## config.mk

```make
export PLATFORM = sky130hd
export DESIGN_NAME = ram_burst_reader
export DESIGN_NICKNAME = d
export VERILOG_FILES = /design/src/rtl/ram_burst_reader.sv
export SDC_FILE = /design/constraint.sdc
export NUM_CORES = 1
export LEC_CHECK = 0
export ABC_AREA = 0
export BUFFER_PORTS_ARGS = -buffer_cell sky130_fd_sc_hd__buf_2
export CORE_UTILIZATION = 35
export DETAILED_ROUTE_END_ITERATION = 8
export SLEW_MARGIN = 20
export SYNTH_ARGS = -nofsm -noshare
export SYNTH_HDL_FRONTEND = slang
export SYNTH_SLANG_ARGS = --single-unit
export TNS_END_PERCENT = 20
```

## constraint.sdc

```tcl
create_clock -name clk -period 2 [get_ports clk]
set_input_delay 0.1 -clock clk [delete_from_list [all_inputs] [get_ports clk]]
set_output_delay 0.1 -clock clk [all_outputs]
set_load 0.02 [all_outputs]
```

## src/rtl/ram_burst_reader.sv

```systemverilog
// Burst read engine for a simple dual-port RAM with one-cycle registered read data.
// Reads `length` consecutive words from `base_addr` and streams them out in order through a 3-entry buffer.
module ram_burst_reader #(
    parameter int data_width    = 8,
    parameter int address_width = 7
) (
    input  logic                     clk,
    input  logic                     rst_n,
    input  logic                     start,
    input  logic [address_width-1:0] base_addr,
    input  logic [address_width:0]   length,
    output logic [address_width-1:0] add_r,
    input  logic [data_width-1:0]    data_r,
    output logic [data_width-1:0]    m_data,
    output logic                     m_valid,
    input  logic                     m_ready,
    output logic                     busy,
    output logic                     done
);

    typedef enum logic [1:0] {IDLE, READ, DRAIN} state_e;

    localparam logic [address_width:0] LEN_ONE = {{address_width{1'b0}}, 1'b1};

    state_e                   state_q, state_d;
    logic [address_width-1:0] add_q, add_d;
    logic [address_width:0]   rem_issue_q, rem_issue_d;
    logic [address_width:0]   rem_out_q, rem_out_d;
    logic                     inflight_q, inflight_d;
    logic                     done_q, done_d;
    logic [1:0]               count_q, count_d;
    logic [1:0]               rd_ptr_q, rd_ptr_d;
    logic [1:0]               wr_ptr_q, wr_ptr_d;
    logic [data_width-1:0]    buf_q [3];

    logic       issue, push, pop;
    logic [2:0] occupancy;

    // Occupancy counts a read still in flight so a stalled sink can never overflow the buffer.
    assign occupancy = {1'b0, count_q} + {2'b00, inflight_q};
    assign issue     = (state_q == READ) && (rem_issue_q != '0) && (occupancy <= 3'd2);
    assign push      = inflight_q;
    assign pop       = m_valid && m_ready;

    assign add_r   = add_q;
    assign m_valid = (count_q != 2'd0);
    assign m_data  = buf_q[rd_ptr_q];
    assign busy    = (state_q != IDLE);
    assign done    = done_q;

    always_comb begin
        state_d     = state_q;
        add_d       = add_q;
        rem_issue_d = rem_issue_q;
        rem_out_d   = rem_out_q;
        inflight_d  = issue;
        done_d      = 1'b0;
        count_d     = count_q + {1'b0, push} - {1'b0, pop};
        rd_ptr_d    = rd_ptr_q;
        wr_ptr_d    = wr_ptr_q;

        if (push) wr_ptr_d = (wr_ptr_q == 2'd2) ? 2'd0 : wr_ptr_q + 2'd1;
        if (pop)  rd_ptr_d = (rd_ptr_q == 2'd2) ? 2'd0 : rd_ptr_q + 2'd1;

        case (state_q)
            IDLE: begin
                if (start) begin
                    if (length != '0) begin
                        state_d     = READ;
                        add_d       = base_addr;
                        rem_issue_d = length;
                        rem_out_d   = length;
                    end else begin
                        done_d = 1'b1;
                    end
                end
            end
            READ: begin
                if (issue) begin
                    add_d       = add_q + 1'b1;
                    rem_issue_d = rem_issue_q - 1'b1;
                    if (rem_issue_q == LEN_ONE) state_d = DRAIN;
                end
            end
            DRAIN: ;
            default: state_d = IDLE;
        endcase

        // The final beat can only leave after its read was issued, so this never fires in IDLE.
        if (pop && state_q != IDLE) begin
            rem_out_d = rem_out_q - 1'b1;
            if (rem_out_q == LEN_ONE) begin
                state_d = IDLE;
                done_d  = 1'b1;
            end
        end
    end

    always_ff @(posedge clk or negedge rst_n) begin
        if (!rst_n) begin
            state_q     <= IDLE;
            add_q       <= '0;
            rem_issue_q <= '0;
            rem_out_q   <= '0;
            inflight_q  <= 1'b0;
            done_q      <= 1'b0;
            count_q     <= 2'd0;
            rd_ptr_q    <= 2'd0;
            wr_ptr_q    <= 2'd0;
        end else begin
            state_q     <= state_d;
            add_q       <= add_d;
            rem_issue_q <= rem_issue_d;
            rem_out_q   <= rem_out_d;
            inflight_q  <= inflight_d;
            done_q      <= done_d;
            count_q     <= count_d;
            rd_ptr_q    <= rd_ptr_d;
            wr_ptr_q    <= wr_ptr_d;
        end
    end

    always_ff @(posedge clk or negedge rst_n) begin
        if (!rst_n) begin
            for (int i = 0; i < 3; i++) buf_q[i] <= '0;
        end else if (push) begin
            buf_q[wr_ptr_q] <= data_r;
        end
    end

endmodule

```

==> results.ini <==
[status]
outcome=complete, no violations

[layout]
final_cell_mix=dfrtp_1, buf_2, nand2_1
syn2layout_area_growth_pct=20.7
design_area_um2=3540
fin_nets=387
antenna_cells=0
final_common_cell=dfrtp_1
drive_gt1_share_pct=30.1

[synthesis]
synth_fp_nets=331
yosys.area.top_type=dfrtp_1
yosys-top-cells-area=dfrtp_1, mux2_2, nand2_1
ys_types=42
synth_cells=293
synth_area_per_cell_um2=10.0
async_flop_share_pct=100
ys_ff_latch=57
ys.flop_type=dfrtp_1
synth_edf_count=0
yosys_warnings=0
synth_top_area_share_pct=48.6
synth_seq_area_share_pct=48.6
syn_area_um2=2930

[min_path]
min_path_cells=3
worstHoldStart=base_addr[1]
timing.hold.worst.class=primary input to register
whs_endpoint=add_r[1]

[critical_path]
crit_path_end_kind=register
crit_required_ps=2200
slowest_delay_ps=500
crit_path_cell_trace=ha_2 -> inv_2 -> ha_4 -> nor3b_4 -> o21ai_2 -> or4b_4 -> a21oi_2 -> a211oi_1
rr_startpoint=count_q[0]
path_class=register to register
arrival_ps=2150
crit_path_start_kind=register
r2r-end=state_q[0]
critPathBufInv=1
critPathTopFamily=simple AND/OR/NAND/NOR gates
crit_slowest_cell=or4b_4
critPathMaxFanout=3
reg2reg_slack_ps=50
rr_worst_depth=8

[placed_design]
port_buffers=44
placed_area_um2=3310
dpl.hpwl_um=4490
place.gp.congestion=0.812
pre_cts_slack_ps=-62.2

[timing]
finClkSkew_ps=8.92
setup_violations=0
slew_headroom_pct=65.9
finalMaxSlewViolations=0
final_hold_viol_count=0
setup_tns_ps=0
fin_crit_sh_pct=97.7
worst_slew_pin_slew_ps=507
rsz0062_at_grt=true
fin_crit_ps=1950
maxClockFrequency_mhz=512
setup_slack_ps=46.1

[global_route]
antenna_found_initial=0
grt_pass1_wl_um=10600
grt_max_degree=34
grt-ovfl-total=0
grt_util_all_layers_pct=15.9
first_global_vias=2309

[routing]
ant_nets=0
drt_iter0_markers=90
wl_um=6330
dr.pass1.iters=4
drc_errors=0
vias_per_cell=5.10
vias=2330
wl_per_cell_um=13.8

[floorplanning]
die_y_um=93.5
die_w_um=93.5
die_area_um2=8750
initial_core_util_pct=35.9
core_area_um2=8180
fp-row-count=33
io_pins=45

[cts]
cts_setup_buffers=0
cts_buffer_depth=2
htree_levels=3
cts_tree=built
clk-insertion-delay-late_ps=330
cts_root_buf=clkbuf_8
clock-sinks=57
clk_pin_slew_ps=70
cts_buffers=9

[power_and_ir_drop]
power_leakage_uw=0.00162
ir_worst_vdd_mv=0.644
power_density_nw_per_um2=1720
power_uw=6100

[run]
drv_cap=0

-- repair_timing --
action                                  4_1_cts  5_1_grt
hold buffers                                  2        0
endpoints found under the setup margin        1        2
pin swaps                                     1        3
gates resized for setup                       1        7
endpoints found under the hold margin        18        0
cloned                                        0        0
-- area by class of cell --
class	instances	area, um2
inverters	13	48.8
repair buffers	57	335
fillers	799	4640
clock buffers	11	151
clock inverters	3	17.5
well taps	105	131
multi-input cells	211	1430
flip-flops and latches	57	1430
-- per-layer routing --
metal	GRT usage, %	up-vias	part of all wire, %
met5	0	-	0
met4	4.62	0	0.73
met3	5.93	5	5.9
met2	27.2	58	49
met1	18.7	1101	44
li1	-	1166	-
-- cells by family after synthesis --
group	synth area share, %
flops	48.6
compound gates	14.0
simple gates	15.2
xor+xnor	0.896
mux	12.7
fa+ha+maj	4.69
buf+inv	3.88
-- registers in the layout (all words and copies together), names as in the netlist --
register	count
buf_q	24
rd_ptr_q	2
rem_out_q	8
state_q	2
inflight_q	1
add_r	7
wr_ptr_q	2
done	1
count_q	2
rem_issue_q	8
-- tightest hold or removal path: stages --
cell     delay [ps]
buf_2            90
nand2_1          40
a31oi_1          70
-- where the power goes --
part | switching [uW] | total (uW) | internal, uW
logic | 1620 | 3000 | 1380
registers | 436 | 2170 | 1730
clock network | 434 | 932 | 498
-- worst max-delay path by stage --
stage / startpoint / endpoint / slack [ps] / cells past startpoint
after floorplan: inflight_q / state_q[0] / 20 / 8
after detailed placement: inflight_q / state_q[0] / -60 / 8
after CTS: count_q[0] / state_q[0] / 9 / 8
final: count_q[0] / state_q[0] / 50 / 8
after global placement: inflight_q / state_q[0] / 6 / 8
after global routing: count_q[0] / state_q[0] / -50 / 8
-- metrics by stage --
| stage | cells | utilization, % | hold slack [ps] |
|---|---|---|---|
| 2_1_floorplan | 293 | - | -196 |
| 4_1_cts | 457 | 42.9 | 1.66 |
| 3_5_place_dp | 441 | 40.5 | 66.6 |
| 3_3_place_gp | 441 | 40.5 | 58.7 |
| 6_report | 457 | 43.3 | 16.4 |
| 5_1_grt | 457 | 43.3 | 9.62 |
-- cells in the mapped netlist (2+ instances only) --
cell type	count
dfrtp_1	57
nand2_1	42
a21oi_1	26
mux2_2	25
o21ai_0	15
inv_1	13
nand3_1	13
ha_1	11
nor2_1	11
mux2i_1	9
o211ai_1	7
o22ai_1	7
clkbuf_1	6
nor3_1	6
nand2b_1	4
or3_1	4
a211oi_1	3
buf_4	3
nor4_1	3
and3_1	2
nand3b_1	2
o21ai_2	2
o311ai_0	2
xnor2_1	2
Note: power is estimated with default switching activity, not from simulation.
